**config.mk**
```make
export PLATFORM = sky130hd
export DESIGN_NAME = accu_core_hs
export DESIGN_NICKNAME = d
export VERILOG_FILES = /design/src/rtl/accu_core_hs.sv
export SDC_FILE = /design/constraint.sdc
export NUM_CORES = 1
export LEC_CHECK = 0
export CORE_ASPECT_RATIO = 0.75
export CORE_MARGIN = 4
export CORE_UTILIZATION = 25
export DETAILED_ROUTE_END_ITERATION = 16
export SYNTH_ARGS = -nofsm -noshare
export SYNTH_HDL_FRONTEND = slang
export SYNTH_SLANG_ARGS = --single-unit
```
**constraint.sdc**
```tcl
create_clock -name clk -period 6.05 [get_ports clk]
set_input_delay 1.21 -clock clk [delete_from_list [all_inputs] [get_ports clk]]
set_output_delay 1.21 -clock clk [all_outputs]
set_load 0.03 [all_outputs]
```
**src/rtl/accu_core_hs.sv**
```systemverilog
// accu_core_hs: accumulator CPU core on a req/ack unified memory.
// Ports: clk/rst_n, mem_* handshake, acc/carry/zero/pc/halted/out_of_bounds.
module accu_core_hs #(
  parameter int DATA_SIZE    = 8,
  parameter int ADDR_SIZE    = 5,
  parameter int OPCODE_SIZE  = 4,
  parameter int INSTR_SIZE   = 12,
  parameter int PROGRAM_SIZE = 16
) (
  input  logic                          clk,
  input  logic                          rst_n,
  output logic                          mem_req,
  output logic                          mem_we,
  output logic [ADDR_SIZE-1:0]          mem_addr,
  output logic [DATA_SIZE-1:0]          mem_wdata,
  input  logic [INSTR_SIZE-1:0]         mem_rdata,
  input  logic                          mem_ack,
  output logic [DATA_SIZE-1:0]          acc,
  output logic                          carry,
  output logic                          zero,
  output logic [$clog2(PROGRAM_SIZE):0] pc,
  output logic                          halted,
  output logic                          out_of_bounds
);

  localparam int PA = $clog2(PROGRAM_SIZE);
  localparam int PW = PA + 1;
  localparam int TW = PA + 2;

  localparam logic [OPCODE_SIZE-1:0] OP_HALT  = OPCODE_SIZE'(0);
  localparam logic [OPCODE_SIZE-1:0] OP_LOAD  = OPCODE_SIZE'(1);
  localparam logic [OPCODE_SIZE-1:0] OP_ADD   = OPCODE_SIZE'(2);
  localparam logic [OPCODE_SIZE-1:0] OP_SUB   = OPCODE_SIZE'(3);
  localparam logic [OPCODE_SIZE-1:0] OP_AND   = OPCODE_SIZE'(4);
  localparam logic [OPCODE_SIZE-1:0] OP_OR    = OPCODE_SIZE'(5);
  localparam logic [OPCODE_SIZE-1:0] OP_XOR   = OPCODE_SIZE'(6);
  localparam logic [OPCODE_SIZE-1:0] OP_NOT   = OPCODE_SIZE'(7);
  localparam logic [OPCODE_SIZE-1:0] OP_SHR   = OPCODE_SIZE'(8);
  localparam logic [OPCODE_SIZE-1:0] OP_SHL   = OPCODE_SIZE'(9);
  localparam logic [OPCODE_SIZE-1:0] OP_LDI   = OPCODE_SIZE'(10);
  localparam logic [OPCODE_SIZE-1:0] OP_ADDI  = OPCODE_SIZE'(11);
  localparam logic [OPCODE_SIZE-1:0] OP_STORE = OPCODE_SIZE'(12);
  localparam logic [OPCODE_SIZE-1:0] OP_JZ    = OPCODE_SIZE'(13);
  localparam logic [OPCODE_SIZE-1:0] OP_JN    = OPCODE_SIZE'(14);
  localparam logic [OPCODE_SIZE-1:0] OP_JMP   = OPCODE_SIZE'(15);

  typedef enum logic [1:0] {
    S_FETCH,
    S_EXEC,
    S_HALT
  } state_t;

  state_t                state, state_n;
  logic [INSTR_SIZE-1:0] instr, instr_n;
  logic [DATA_SIZE-1:0]  acc_n;
  logic                  carry_n;
  logic [PA:0]           pc_n;
  logic                  oob, oob_n;

  logic [OPCODE_SIZE-1:0] op;
  logic [DATA_SIZE-1:0]   k, m;
  logic                   is_mem;
  logic                   done;
  logic                   oob_t;
  logic [DATA_SIZE:0]     add_m, add_k, sub_m;
  logic [TW-1:0]          seq_t, rel_t, jmp_t, tgt;

  assign op = instr[INSTR_SIZE-1 -: OPCODE_SIZE];
  assign k  = instr[DATA_SIZE-1:0];
  assign m  = mem_rdata[DATA_SIZE-1:0];

  assign is_mem = op inside {OP_LOAD, OP_ADD, OP_SUB, OP_AND,
                             OP_OR, OP_XOR, OP_STORE};

  assign add_m = {1'b0, acc} + {1'b0, m};
  assign add_k = {1'b0, acc} + {1'b0, k};
  assign sub_m = {1'b0, acc} - {1'b0, m};

  // One extra bit on top of pc so negative targets show up as MSB set.
  assign seq_t = {1'b0, pc} + TW'(1);
  assign rel_t = {1'b0, pc} + {instr[PA], instr[PA:0]};
  assign jmp_t = TW'(acc[PA-1:0]);

  // Request is gated by rst_n so it drops the moment reset asserts.
  assign mem_req = rst_n & ((state == S_FETCH) |
                            ((state == S_EXEC) & is_mem));
  assign mem_we  = rst_n & (state == S_EXEC) & (op == OP_STORE);
  assign mem_addr = (state == S_FETCH) ? ADDR_SIZE'(pc)
                                       : instr[ADDR_SIZE-1:0];
  assign mem_wdata = acc;

  assign zero          = (acc == '0);
  assign halted        = (state == S_HALT);
  assign out_of_bounds = oob;

  always_comb begin
    state_n = state;
    instr_n = instr;
    acc_n   = acc;
    carry_n = carry;
    pc_n    = pc;
    oob_n   = oob;
    done    = 1'b0;
    oob_t   = 1'b0;
    tgt     = seq_t;
    unique case (1'b1)
      (state == S_FETCH): begin
        if (mem_ack) begin
          instr_n = mem_rdata;
          state_n = S_EXEC;
        end
      end
      (state == S_EXEC): begin
        done = is_mem ? mem_ack : 1'b1;
        if (done) begin
          if (op == OP_HALT) begin
            state_n = S_HALT;
          end else begin
            unique case (op)
              OP_LOAD: acc_n = m;
              OP_ADD:  {carry_n, acc_n} = add_m;
              OP_SUB: begin
                acc_n   = sub_m[DATA_SIZE-1:0];
                carry_n = ~sub_m[DATA_SIZE];
              end
              OP_AND:  acc_n = acc & m;
              OP_OR:   acc_n = acc | m;
              OP_XOR:  acc_n = acc ^ m;
              OP_NOT:  acc_n = ~acc;
              OP_SHR: begin
                acc_n   = {acc[DATA_SIZE-1], acc[DATA_SIZE-1:1]};
                carry_n = acc[0];
              end
              OP_SHL: begin
                acc_n   = {acc[DATA_SIZE-2:0], 1'b0};
                carry_n = acc[DATA_SIZE-1];
              end
              OP_LDI:  acc_n = k;
              OP_ADDI: {carry_n, acc_n} = add_k;
              OP_JZ:   if (acc == '0) tgt = rel_t;
              OP_JN:   if (acc[DATA_SIZE-1]) tgt = rel_t;
              OP_JMP:  tgt = jmp_t;
              default: ;
            endcase
            pc_n  = tgt[PA:0];
            oob_t = tgt[TW-1] | (tgt[PA:0] >= PW'(PROGRAM_SIZE));
            if (oob_t) begin
              oob_n   = 1'b1;
              state_n = S_HALT;
            end else begin
              state_n = S_FETCH;
            end
          end
        end
      end
      default: ;
    endcase
  end

  always_ff @(posedge clk or negedge rst_n) begin
    if (!rst_n) begin
      state <= S_FETCH;
      instr <= '0;
      acc   <= '0;
      carry <= 1'b0;
      pc    <= '0;
      oob   <= 1'b0;
    end else begin
      state <= state_n;
      instr <= instr_n;
      acc   <= acc_n;
      carry <= carry_n;
      pc    <= pc_n;
      oob   <= oob_n;
    end
  end

endmodule

```
-- Yosys cells after proc, flatten, opt, wreduce, memory -nomap -nowiden
Cells that the tools add are included.
- flip-flop bits (word level): 29
- equality and inequality tests: 19
- muxes and demuxes: 15
- bitwise logic cells: 13
- $add $sub $neg: 5
- $lt $le $gt $ge: 1
- reductions and logical operators: 15
- operator list (cell ; number):
    one-hot mux 8 bit (11 select lines) ; 1
    equality test 4 bit (second input constant) ; 8
    2-to-1 mux 6 bit ; 5
    adder 8 x 8 -> 9 bit ; 2
    one-hot mux 6 bit (3 select lines) ; 1
    equality test 4 x 3 -> 1 bit (second input constant) ; 4
    AND reduction 4 bit ; 3
    nonzero test 11 bit ; 1
    nonzero test 10 bit ; 1
    subtractor 8 x 8 -> 9 bit ; 1
    bitwise AND 8 bit ; 1
    equality test 4 x 2 -> 1 bit (second input constant) ; 2
    zero test 8 bit ; 1
    2-to-1 mux 2 bit ; 4
    NOT 8 bit ; 1
    OR 8 bit ; 1
    XOR 8 bit ; 1
    nonzero test 7 bit ; 1
    adder 5 x 1 -> 6 bit (second input constant) ; 1
    adder 5 x 6 -> 6 bit ; 1
    AND reduction 3 bit ; 2
    >= comparator 5 bit (second input constant) ; 1
    2-to-1 mux 5 bit ; 1
    one-hot mux 1 bit (5 select lines) ; 1
    other kinds (16) ; 22

-- Longest topological paths before layout
- depth after elaboration: 12
- gate-level depth with buffers: 10

-- Worst setup path after synthesis
No wires, ideal clock.
- kind: input port to flip-flop
- from: input port mem_rdata[2]
- to: register acc[6]
- slack: 3084 ps
- buffers on the path: 1
- cell stages on the path: 8
- data arrival time: 2838 ps
- cell sequence: inv_1 ha_1 buf_2 nand2b_1 a221oi_1 mux2_2 nor4_1 o31ai_1
- cells in the longest elaborated chain, start to end: 2
- elaborated cells on any way between the ends: 3
- RTL lines (item ; line ; text):
    start: declaration ; 16 ; input logic [INSTR_SIZE-1:0] mem_rdata,
    subtractor 8 x 8 -> 9 bit / adder 8 x 8 -> 9 bit (equally long branches) ; 77, 75 ;
    one-hot mux 8 bit (11 select lines) (*) ; 119 ; unique case (op)
    end signal: assignment ; 171 ; acc <= acc_n;
    end: declaration ; 18 ; output logic [DATA_SIZE-1:0] acc,
Mark *: on every way between the ends. The rest lies on a longest branch, timed or not.
A chain may end at the register's enable or synchronous reset.

-- Worst setup path after layout
- from: register instr[11]
- to: output port mem_req
- cells in the longest elaborated chain, start to end: 5
- elaborated cells on any way between the ends: 11
- RTL lines (item ; line ; text):
    start: declaration ; 54 ; logic [INSTR_SIZE-1:0] instr, instr_n;
    start signal: assignment ; 170 ; instr <= instr_n;
    equality test 4 x 1 -> 1 bit (tied with other cells) ; 72 ; assign is_mem = op inside {OP_LOAD, OP_ADD, OP_SUB, OP_AND,
    nonzero test 7 bit (*) ; 72 ;
    bitwise AND 1 bit (*) ; 86 ; ((state == S_EXEC) & is_mem));
    OR 1 bit (*) ; 85 ; assign mem_req = rst_n & ((state == S_FETCH) |
    bitwise AND 1 bit (*) ; 85 ;
    end: declaration ; 12 ; output logic mem_req,
Marks and branches as above.

==> impl_metrics.yaml <==
setup_path:
  worst-endpoint-arrival_ps: 3320
  startpoint_type: "register"
  regToRegEndpoint: "acc[1]$_DFFE_PN0P_"
  endpoint_kind: "primary output"
  r2r_setup_slack_ps: 2830
  reg2reg_depth: 7
  worstPathRequired_ps: 4840
  crit_start: "instr[11]$_DFFE_PN0P_"
  worstPathMaxFanout: 21
  critPathCapture: "mem_req"
  r2r-start: "instr[11]$_DFFE_PN0P_"
  critPathKind: "register to primary output"
grt:
  antenna_found_initial: 0
  grt_pass1_wl_um: 20600
  grt_pass1_vias: 3563
  grt_use_total: 0.154
  grt-ovfl-total: 0
  grt_max_degree: 34
floorplanning:
  row_count: 38
  die_w_um: 149
  dieArea_sq_um: 17000
  die_y_um: 114
  coreArea_sq_um: 14500
  io_pins: 47
  start_util: 0.256
timing:
  hold_viol_final: 0
  slew_headroom: 0.351
  worst_pin_slew_ps: 971
  finalCriticalPeriod_ps: 4530
  clock-skew-final_ps: 7.01
  fin_crit_sh: 0.748
  setup_tns_ps: 0
  report.final.setup_viol: 0
  slew_viol_final: 0
  rsz0062_at_grt: "no"
  fmax_ghz: 0.221
route:
  vias_per_cell: 5.58
  postRouteAntennaNets: 0
  via_count: 3755
  wl_per_cell_um: 19.5
  drt_iter0_drc: 409
  drt_pre_antenna_iters: 5
  drc: 0
  routed_wl_um: 13100
logic_synthesis:
  synth_flop_cell: "dfrtp_1"
  yosys_register_bits: 29
  syn-cell-area_sq_um: 3730
  synth-seq-area-share: 0.195
  ys_top_cells_by_area: "dfrtp_1, ha_1, o21ai_0, mux2_2, a21oi_1"
  ys_warn_count: 0
  synth_cell_type_count: 78
  synth_nets: 509
  yosys.area.top_type_share: 0.195
  synth-edff-count: 0
  async_flop_share: 1.00
  synth_top_area_cell: "dfrtp_1"
  syn-instance-count: 448
  syn_avg_cell_area_sq_um: 8.32
clocking:
  cts_tree: "yes"
  cts-root-buf: "clkbuf_16"
  clk_pin_slew_ps: 50
  cts_resized: 0
  cts-htree-levels: 2
  cts_buffers: 5
  cts_sinks: 29
  hold_buffers: 0
  clk_latency_ps: 280
  postCtsSetupBuffers: 0
  cts_buffer_depth: 2
layout:
  stdcell_count: 673
  drive_above_1_share: 0.0888
  layout_common_cells: "clkdlybuf4s50_1, ha_1, o21ai_0"
  final_common_cell: "clkdlybuf4s50_1"
  fin_area_sq_um: 4400
  nets: 534
  area_growth_pct: 18.1
  antennaDiodeCount: 0
worst_hold_path:
  min_path_cells: 1
  min_path_type: "register to register"
place:
  io_buffers: 46
  place_area_sq_um: 4260
  placedCellCount: 666
  hpwl_um: 9730
  gp_congestion: 0.927
power_and_ir_drop:
  peakVddDrop_v: 0.000218
  pwr_density_cell_nw_per_um2: 666
  p_leak_nw: 1.79
  finalPower_mw: 2.93
outcome:
  outcome: "finished, final reports clean"
run:
  maxCapViolCount: 0
## how the worst min path moves through the flow
stage	end	slack, ps	from
finish	out_of_bounds$_DFFE_PN0P_	480	out_of_bounds$_DFFE_PN0P_
global route	out_of_bounds$_DFFE_PN0P_	510	out_of_bounds$_DFFE_PN0P_
CTS	out_of_bounds$_DFFE_PN0P_	500	out_of_bounds$_DFFE_PN0P_
global placement	out_of_bounds$_DFFE_PN0P_	480	out_of_bounds$_DFFE_PN0P_
floorplan	instr[6]$_DFFE_PN0P_	510	instr[6]$_DFFE_PN0P_
detailed placement	out_of_bounds$_DFFE_PN0P_	480	out_of_bounds$_DFFE_PN0P_
## worst max-delay path, cell delays in order, from the launching register on
cell             delay (ps)
dfrtp_1                 390
inv_1                   110
ha_1                    800
nand2b_1                360
a311o_2                 500
a21oi_1                 170
clkdlybuf4s50_1         700
## cell families after synthesis
logic type,count (synthesis),share of synthesized area
AOI/OAI and AO/OA,159,0.303
and+or+nand+nor,115,0.158
buffers and inverters,67,0.0909
adders and majority gates,46,0.162
DFF,29,0.195
muxes,21,0.0651
xor gates and xnor gates,11,0.0258
## registers in the layout, indices dropped and copies added (netlist names)
register	flops
instr	12
acc	8
pc	5
state	2
carry	1
out_of_bounds	1
## stage by stage
step	worst slack (ps)	hold WS [ps]	utilization
after detailed placement	1900	485	0.293
after CTS	1590	499	0.303
after global placement	1970	482	0.293
final	1520	485	0.303
after global routing	1330	511	0.303
after floorplan	3080	508	-
## report_power, final
part	total, mW	internal (mW)	switching [mW]
sequential	0.487	0.287	0.200
combinational	2.19	0.867	1.32
clock	0.255	0.162	0.0935
total	2.93	1.32	1.62
## layer usage
metal  GRT usage  wire, um  vias up
met5           0         0        -
met3      0.0473      1170       17
met4      0.0195       104        0
li1            -         -     1717
met1       0.229      6280     1839
met2       0.226      5570      182
## Yosys cell counts (all sizes together) (3+ instances only)
master,instances
a211oi,13
a21o,8
a21oi,29
a221oi,8
a22oi,8
and3,3
buf,21
clkbuf,11
dfrtp,29
fa,4
ha,42
inv,34
mux2,16
mux2i,4
nand2,32
nand2b,6
nand3,14
nor2,29
nor2b,5
nor3,4
nor3b,4
nor4,4
o2111ai,4
o211ai,7
o21a,3
o21ai,37
o21bai,4
o22ai,4
o311ai,3
o31ai,4
or4,4
xnor2,6
xor2,5
## area by class of cell
| cell class | count | area [sq um] |
|---|---|---|
| Multi-Input combinational cell | 352 | 2660 |
| Tap cell | 200 | 250 |
| Timing Repair Buffer | 50 | 490 |
| Inverter | 35 | 131 |
| Clock buffer | 7 | 143 |
| Fill cell | 1563 | 10100 |
| Sequential cell | 29 | 726 |
Power figures use the tool's default switching activity.
